$ cat src/rtl/fetch_ctrl.sv
// Instruction fetch controller: one outstanding imem request, redirect/flush handling and a
// registered instruction output stage. Optional counters enabled by FETCH_PERF_CNT_EN.
module fetch_ctrl #(
  parameter int unsigned     WORD      = 64,
  parameter int unsigned     INSTR_LEN = 32,
  parameter logic [WORD-1:0] RESET_PC  = '0
) (
  input  logic                 clk,
  input  logic                 reset,
  input  logic                 pc_src,
  input  logic [WORD-1:0]      branch_target,
  input  logic                 stall,
  output logic                 imem_req,
  output logic [WORD-1:0]      imem_addr,
  input  logic                 imem_ready,
  input  logic [INSTR_LEN-1:0] imem_rdata,
  output logic                 instr_valid,
  output logic [INSTR_LEN-1:0] instr,
  output logic [WORD-1:0]      instr_pc
`ifdef FETCH_PERF_CNT_EN
  ,
  output logic [31:0]          perf_fetched,
  output logic [31:0]          perf_stall
`endif
);

  typedef enum logic [1:0] {StIdle, StFetch, StHold, StDrain} state_e;

  state_e                 state_q, state_d;
  logic [WORD-1:0]        pc_q, pc_d;
  logic [WORD-1:0]        redirect_pc;
  logic                   capture;
  logic                   imem_req_d;
  logic [WORD-1:0]        imem_addr_d;
  logic                   instr_valid_d;
  logic [INSTR_LEN-1:0]   instr_d;
  logic [WORD-1:0]        instr_pc_d;

  assign redirect_pc = {branch_target[WORD-1:2], 2'b00};
  // A response is only kept when it arrives in FETCH and no redirect wins the same cycle.
  assign capture     = (state_q == StFetch) && imem_ready && !pc_src;

  always_ff @(posedge clk or negedge reset) begin
    if (!reset) begin
      state_q     <= StIdle;
      pc_q        <= RESET_PC;
      imem_req    <= 1'b0;
      imem_addr   <= RESET_PC;
      instr_valid <= 1'b0;
      instr       <= '0;
      instr_pc    <= '0;
    end else begin
      state_q     <= state_d;
      pc_q        <= pc_d;
      imem_req    <= imem_req_d;
      imem_addr   <= imem_addr_d;
      instr_valid <= instr_valid_d;
      instr       <= instr_d;
      instr_pc    <= instr_pc_d;
    end
  end

  always_comb begin
    state_d = state_q;
    case (state_q)
      StIdle:  state_d = StFetch;
      StFetch: begin
        if (pc_src) begin
          state_d = imem_ready ? StFetch : StDrain;
        end else if (imem_ready && stall) begin
          state_d = StHold;
        end
      end
      StHold:  if (pc_src || !stall) state_d = StFetch;
      // The in-flight response must be swallowed before the redirected pc is issued.
      StDrain: if (imem_ready) state_d = StFetch;
      default: state_d = StIdle;
    endcase
  end

  always_comb begin
    pc_d          = pc_q;
    instr_d       = instr;
    instr_pc_d    = instr_pc;
    instr_valid_d = instr_valid && stall;
    if (pc_src) begin
      pc_d          = redirect_pc;
      instr_valid_d = 1'b0;
    end else if (capture) begin
      instr_d       = imem_rdata;
      instr_pc_d    = pc_q;
      instr_valid_d = 1'b1;
      pc_d          = pc_q + WORD'(4);
    end
    imem_req_d  = (state_d == StFetch) || (state_d == StDrain);
    // DRAIN keeps presenting the abandoned address until its response shows up.
    imem_addr_d = (state_d == StFetch) ? pc_d : imem_addr;
  end

`ifdef FETCH_PERF_CNT_EN
  always_ff @(posedge clk or negedge reset) begin
    if (!reset) begin
      perf_fetched <= '0;
      perf_stall   <= '0;
    end else begin
      if (capture)            perf_fetched <= perf_fetched + 32'd1;
      if (state_q == StHold)  perf_stall   <= perf_stall + 32'd1;
    end
  end
`endif

endmodule

$ cat config.mk
export PLATFORM = sky130hd
export DESIGN_NAME = fetch_ctrl
export DESIGN_NICKNAME = d
export VERILOG_FILES = /design/src/rtl/fetch_ctrl.sv
export SDC_FILE = /design/constraint.sdc
export NUM_CORES = 1
export LEC_CHECK = 0
export BUFFER_PORTS_ARGS = -buffer_cell sky130_fd_sc_hd__clkbuf_2
export CELL_PAD_IN_SITES_DETAIL_PLACEMENT = 0
export CELL_PAD_IN_SITES_GLOBAL_PLACEMENT = 1
export CORE_MARGIN = 2
export CORE_UTILIZATION = 39
export CTS_BUF_LIST = sky130_fd_sc_hd__clkbuf_4 sky130_fd_sc_hd__clkbuf_8
export DETAILED_ROUTE_END_ITERATION = 8
export PLACE_DENSITY_LB_ADDON = 0.1
export SETUP_SLACK_MARGIN = 0.15
export SYNTH_ARGS = -nofsm -noshare
export SYNTH_HDL_FRONTEND = slang
export SYNTH_SLANG_ARGS = --single-unit
$ cat constraint.sdc
create_clock -name clk -period 2.2 [get_ports clk]
set_input_delay 0.11 -clock clk [delete_from_list [all_inputs] [get_ports clk]]
set_output_delay 0.11 -clock clk [all_outputs]
set_load 0.05 [all_outputs]
* Word-level counts from Yosys, hierarchy flattened
Index checks and enable logic that the tools add are counted.
Word-level totals: output and inout bits 162, bits of input ports 101, flip-flop bits (word level) 228, logic and storage cells 34
Cells by class: equal/unequal tests 5, reduce and logical (&&, ||, !) cells 10, add/subtract/negate cells 1, muxes and demuxes 10, bitwise logic cells 1
Operators by type and width (number):
- two-way mux 64 bit | 2
- adder 64 x 3 -> 64 bit (second input constant) | 1
- two-way mux 2 bit | 5
- one-hot mux 2 bit (4 select lines) | 1
- equality test 2 bit (second input constant) | 3
- equality test 2 x 1 -> 1 bit (second input constant) | 2
- logical AND 1 bit | 4
- logical NOT 1 bit | 2
- logical NOT 2 bit | 1
- logical OR 1 bit | 2
- two-way mux 1 bit | 2
- AND reduction 2 bit | 1
- inverter 1 bit | 1

* Longest topological paths before layout
word-level depth 6, mapped depth 9, depth with buffers taken out 6

* Worst setup path after synthesis
Ideal clock, no wire load.
path type register to register, start register state_q[0], end register imem_addr[57], data required time 2070 ps, library setup time 130 ps, path buffers 3, period minus slack after synthesis 2609 ps, stages on the path, launching flop included 9, data arrival time 2478 ps, path slack -409 ps, path through dfrtp_1 > buf_2 > and4bb_1 > buf_2 > nand4_1 > clkbuf_1 > or4_4 > o211ai_1 > nand3_1
On the way: longest elaborated chain between the ends 5, elaborated cells between the ends (all ways) 14, classes of those cells eq/ne (4); mux (7); reduce/logical (3)
Ends and longest elaborated chain:
- start: declaration | RTL line 29 | state_e state_q, state_d;
- start signal: assignment | RTL line 45 | state_q <= StIdle;
- start signal: assignment | RTL line 53 | state_q <= state_d;
- parallel branches: the longest is 5 deep, another holds one-hot mux 2 bit (4 select lines)
- end signal: assignment | RTL line 56 | imem_addr <= imem_addr_d;
- end: declaration | RTL line 14 | output logic [WORD-1:0] imem_addr,
Several ways; the timed one is not identified. A chain may end at the register's enable or synchronous reset.

* Worst setup path after layout
start register pc_q[16], end register imem_addr[36]
On the way: longest elaborated chain between the ends 3
Ends and longest elaborated chain:
- start: declaration | RTL line 30 | logic [WORD-1:0] pc_q, pc_d;
- start signal: assignment | RTL line 54 | pc_q <= pc_d;
- adder 64 x 3 -> 64 bit | RTL line 93 | pc_d = pc_q + WORD'(4);
- two-way mux 64 bit | RTL line 89 | end else if (capture) begin
- two-way mux 64 bit | RTL line 86 | if (pc_src) begin
- net pc_d[36] | RTL line 30
The timed path passes the listed nets, and every way through them passes these cells.

==> impl_results.html <==
<table>
<tr><th>Metric</th><th>Value</th></tr>
<tr><th colspan="2">Drt</th></tr>
<tr><td>Vias/cell</td><td>~5.4</td></tr>
<tr><td>Routed wire per std cell</td><td>19.4 um</td></tr>
<tr><td>Overall via count from detail_route</td><td>9778</td></tr>
<tr><td>Met1 layer wirelength in the final routing</td><td>around 17000 um</td></tr>
<tr><td>Number of nets with antenna violations after routing</td><td>0</td></tr>
<tr><td>Met2 wirelength from detailed routing</td><td>16600 um</td></tr>
<tr><td>Initial DRC count</td><td>583</td></tr>
<tr><td>Number of search-and-repair iterations in the first detailed-routing pass</td><td>4</td></tr>
<tr><td>Top Metal Used</td><td>met4</td></tr>
<tr><td>Final wirelength</td><td>between 30000 and 40000 um</td></tr>
<tr><td>Detailed-route DRC error count</td><td>0</td></tr>
<tr><td>Routed wl met3</td><td>1710 um</td></tr>
<tr><th colspan="2">Cells and area</th></tr>
<tr><td>Ant. Diodes</td><td>0</td></tr>
<tr><td>Area of the multi-input gates</td><td>5270 sq um</td></tr>
<tr><td>Number of inserted filler cells in the final layout</td><td>2343</td></tr>
<tr><td>Final standard cell utilization of the core</td><td>59.1%</td></tr>
<tr><td>Fraction of final layout cells with drive strength greater than 1</td><td>a little under half</td></tr>
<tr><td>Fin cells</td><td>roughly 1800</td></tr>
<tr><td>Area growth, synth to finish</td><td>49.2%</td></tr>
<tr><td>Net count of the finished layout</td><td>1557</td></tr>
<tr><td>Flip-flop and latch area</td><td>5690 sq um</td></tr>
<tr><th colspan="2">STA</th></tr>
<tr><td>Maximum clock rate</td><td>462 MHz</td></tr>
<tr><td>Worst setup slack after layout</td><td>0.0333 ns</td></tr>
<tr><td>Rel. slew slack</td><td>47.5%</td></tr>
<tr><td>Setup TNS after final layout</td><td>0 ns</td></tr>
<tr><td>RSZ-0062 raised after global routing</td><td>yes</td></tr>
<tr><td>Number of failing hold endpoints at the final stage</td><td>0</td></tr>
<tr><td>Total setup violations reported at the end of the flow</td><td>0</td></tr>
<tr><td>Final critical-path share of the clock period</td><td>a little under 100%</td></tr>
<tr><td>Final count of pins violating max slew</td><td>0</td></tr>
<tr><td>Worst Clk Skew</td><td>0.0130 ns</td></tr>
<tr><td>Fin crit period</td><td>2.17 ns</td></tr>
<tr><td>Hold_ws</td><td>0.0588 ns</td></tr>
<tr><td>Slew @ Worst Pin</td><td>0.784 ns</td></tr>
<tr><th colspan="2">Placed design</th></tr>
<tr><td>Placer congestion estimate</td><td>0.826</td></tr>
<tr><td>Number of I/O port buffers</td><td>260</td></tr>
<tr><td>Detailed Place HPWL</td><td>23500 um</td></tr>
<tr><td>Placed Cells incl. Taps</td><td>1610</td></tr>
<tr><td>Worst Setup Slack post-DPL</td><td>-0.0393 ns</td></tr>
<tr><th colspan="2">Clocking</th></tr>
<tr><td>Number of clock sinks</td><td>227</td></tr>
<tr><td>Source-to-sink clock delay at the later pin of the worst-skew pair</td><td>0.53 ns</td></tr>
<tr><td>Worst-case clock buffer depth</td><td>3</td></tr>
<tr><td>CTS tree</td><td>done</td></tr>
<tr><td>Clock-pin slew on the worst setup and hold paths</td><td>0.06 ns</td></tr>
<tr><td>CTS Buf Count</td><td>41</td></tr>
<tr><td>H-tree depth</td><td>2</td></tr>
<tr><td>Root Buffer</td><td>sky130_fd_sc_hd__clkbuf_8</td></tr>
<tr><th colspan="2">GRT</th></tr>
<tr><td>Wire length of the first global-routing pass</td><td>53500 um</td></tr>
<tr><td>Gr ovfl total</td><td>0</td></tr>
<tr><td>Maximum number of pins on one net before global-route repair</td><td>75</td></tr>
<tr><td>GRT Util Overall</td><td>a little under a quarter</td></tr>
<tr><td>Vias in the first global route</td><td>roughly 9700</td></tr>
<tr><td>Antenna violations before repair</td><td>0</td></tr>
<tr><th colspan="2">Yosys</th></tr>
<tr><td>Synthesized area</td><td>10700 sq um</td></tr>
<tr><td>Post-synthesis instance total</td><td>just under 1000</td></tr>
<tr><td>Number of unique standard cell types used by synthesis</td><td>61</td></tr>
<tr><td>Mean area per synthesized cell</td><td>10.9 sq um</td></tr>
<tr><td>Synthesized flop and latch total</td><td>approximately 230</td></tr>
<tr><td>Syn nets</td><td>1078</td></tr>
<tr><td>Main synth FF type</td><td>sky130_fd_sc_hd__dfrtp_1</td></tr>
<tr><td>Number of enable flip-flop cells after synthesis</td><td>0</td></tr>
<tr><td>Share of async-settable or async-resettable flops after synthesis</td><td>100%</td></tr>
<tr><td>Yosys synthesis warning count</td><td>0</td></tr>
<tr><td>Sequential area share after synthesis</td><td>53.2%</td></tr>
<tr><th colspan="2">Floorplan</th></tr>
<tr><td>Area of the die</td><td>28700 sq um</td></tr>
<tr><td>Placeable core region</td><td>27000 sq um</td></tr>
<tr><td>Die Height</td><td>169 um</td></tr>
<tr><td>Cell Rows</td><td>60</td></tr>
<tr><td>Ports placed on the boundary</td><td>around 260</td></tr>
<tr><td>Initial Utilization</td><td>39.6%</td></tr>
<tr><td>Horiz. Die Dim</td><td>169 um</td></tr>
<tr><th colspan="2">Critical path</th></tr>
<tr><td>Arrival time of the worst setup path</td><td>2.64 ns</td></tr>
<tr><td>Cell with the most instances on the worst path</td><td>sky130_fd_sc_hd__or4_4</td></tr>
<tr><td>Type of origin of the critical path</td><td>flip-flop</td></tr>
<tr><td>Required time at the worst-slack endpoint</td><td>2.68 ns</td></tr>
<tr><td>Critical path's slowest cell</td><td>sky130_fd_sc_hd__or4_4</td></tr>
<tr><td>Crit path max fanout</td><td>5</td></tr>
<tr><td>Category of the worst setup path capture point</td><td>flip-flop</td></tr>
<tr><td>Critical path, cell by cell</td><td>buf_6 &gt; nand3_4 &gt; or4_4 &gt; or4_4 &gt; o211ai_1 &gt; mux2_4</td></tr>
<tr><td>Critical path's largest stage delay</td><td>0.57 ns</td></tr>
<tr><td>Type of the worst setup path</td><td>flip-flop to flip-flop</td></tr>
<tr><th colspan="2">Job</th></tr>
<tr><td>Count of maximum capacitance violations</td><td>0</td></tr>
<tr><th colspan="2">Pwr</th></tr>
<tr><td>Cell leakage power</td><td>7.26 nW</td></tr>
<tr><td>Power density normalized to cell area</td><td>approximately 980 nW/um^2</td></tr>
<tr><td>Largest voltage drop on the vdd net</td><td>0.000619 V</td></tr>
<tr><th colspan="2">Worst hold path</th></tr>
<tr><td>Class of the worst hold path</td><td>input port to flip-flop</td></tr>
<tr><th colspan="2">Outcome</th></tr>
<tr><td>Run status</td><td>finished, final reports clean</td></tr>
</table>
## flip-flops by register name, summed over array words and instances, names as in the netlist
name         flops
imem_addr       64
instr_pc        64
pc_q            64
instr           32
state_q          2
instr_valid      1
## report_power, final
group	total [mW]	leakage (nW)	switching [mW]	internal (mW)
clock network	4.31	0.471	1.73	2.58
registers	5.57	2.71	0.540	5.03
logic	5.66	4.08	4.01	1.65
total	15.5	7.26	6.28	9.25
## path summary, 6_finish.rpt
| path | to | depth (start not counted) | slack [ns] | start |
|---|---|---|---|---|
| min reg2reg | instr_pc[10]$_DFFE_PN0P_ | 2 | 0.48 | instr_pc[10]$_DFFE_PN0P_ |
| max in group asynchronous | instr[21]$_DFFE_PN0P_ | 3 | 1.40 | reset |
| min in group asynchronous | instr_pc[3]$_DFFE_PN0P_ | 3 | 0.18 | reset |
| min | instr_valid$_DFF_PN0_ | 3 | 0.06 | imem_ready |
| max | imem_addr[36]$_DFFE_PN0N_ | 6 | 0.03 | pc_q[16]$_DFF_PN0_ |
| max reg2reg | imem_addr[36]$_DFFE_PN0N_ | 6 | 0.03 | pc_q[16]$_DFF_PN0_ |
## metal layers
metal  track usage [%]  vias up
met3              4.41       48
met4              5.13        0
met2              39.1      317
li1                  -     4577
met1              32.7     4836
met5                 0        -
## cell usage after synthesis (all sizes together), types with 3 or more instances
cell / n / area, sq um
dfrtp: 227 / 5680
mux2: 121 / 1360
nand3: 88 / 453
nand2: 83 / 312
o21ai: 56 / 280
clkbuf: 55 / 206
nor2: 42 / 158
nand4: 37 / 244
or4: 28 / 214
o211ai: 26 / 195
a31oi: 15 / 93.8
nor2b: 15 / 93.8
nor4: 15 / 158
xor2: 15 / 131
a21oi: 13 / 65.1
and3: 12 / 75.1
nor3: 12 / 60.1
xnor2: 11 / 96.3
buf: 10 / 46.3
or3: 10 / 62.6
inv: 9 / 33.8
and4: 7 / 61.3
o221ai: 7 / 61.3
and2: 6 / 37.5
a221o: 5 / 50.1
or2: 5 / 31.3
o2bb2ai: 4 / 35.0
o311ai: 4 / 35.0
o31ai: 4 / 30.0
a211o: 3 / 26.3
a21boi: 3 / 22.5
nand3b: 3 / 22.5
nand4b: 3 / 26.3
nor4b: 3 / 38.8
o21a: 3 / 22.5
## through the flow
stage	power (mW)	area, sq um
after floorplan	9.38	10800
after global placement	11.0	13100
after detailed placement	11.0	13100
after CTS	15.6	15200
after global routing	16.3	15900
final	15.5	15900
## what timing repair did
| item | 4_1_cts | 5_1_grt |
|---|---|---|
| hold buffers | 100 | 0 |
| setup endpoints to repair | 56 | 80 |
| pin swaps | 14 | 52 |
| resized for setup | 27 | 103 |
| buffers inserted | 17 | 23 |
| gates cloned | 1 | 3 |
| endpoints found under the hold margin | 370 | 0 |
## cell type report
| class | instances | area share [%] |
|---|---|---|
| flip-flops and latches | 227 | 35.7 |
| clock buffers | 66 | 5.15 |
| inverters | 10 | 0.236 |
| well taps | 341 | 2.68 |
| multi-input cells | 674 | 33.1 |
| repair buffers | 501 | 22.7 |
| clock inverters | 4 | 0.456 |
## layout by cell type (no fill, tap or decap), types with 26 or more instances in the layout
master                          synthesis  layout
sky130_fd_sc_hd__buf_4                  0     106
sky130_fd_sc_hd__clkbuf_2               0     258
sky130_fd_sc_hd__clkbuf_8               0      53
sky130_fd_sc_hd__dfrtp_1              227     220
sky130_fd_sc_hd__dlygate4sd3_1          0     100
sky130_fd_sc_hd__mux2_2               121     109
sky130_fd_sc_hd__nand2_1               83      81
sky130_fd_sc_hd__nand3_1               87      81
sky130_fd_sc_hd__nand4_1               35      35
sky130_fd_sc_hd__nor2_1                42      41
sky130_fd_sc_hd__o211ai_1              26      26
sky130_fd_sc_hd__o21ai_0               49      42
## worst max-delay path: cells and delay by family, from the launching register on
family	cells	cell delay, ns
muxes	1	0.18
AOI/OAI and AO/OA	1	0.24
DFF	1	0.41
and+or+nand+nor	3	1.14
buffers and inverters	1	0.14
## kinds of logic after synthesis
family | share of synthesized area (%)
and+or+nand+nor | 19.7
DFF | 53.2
AOI/OAI and AO/OA | 9.22
muxes | 12.9
buffers and inverters | 2.72
xor gates and xnor gates | 2.13
adders and majority gates | 0.117
(Power assumes the default switching activity.)
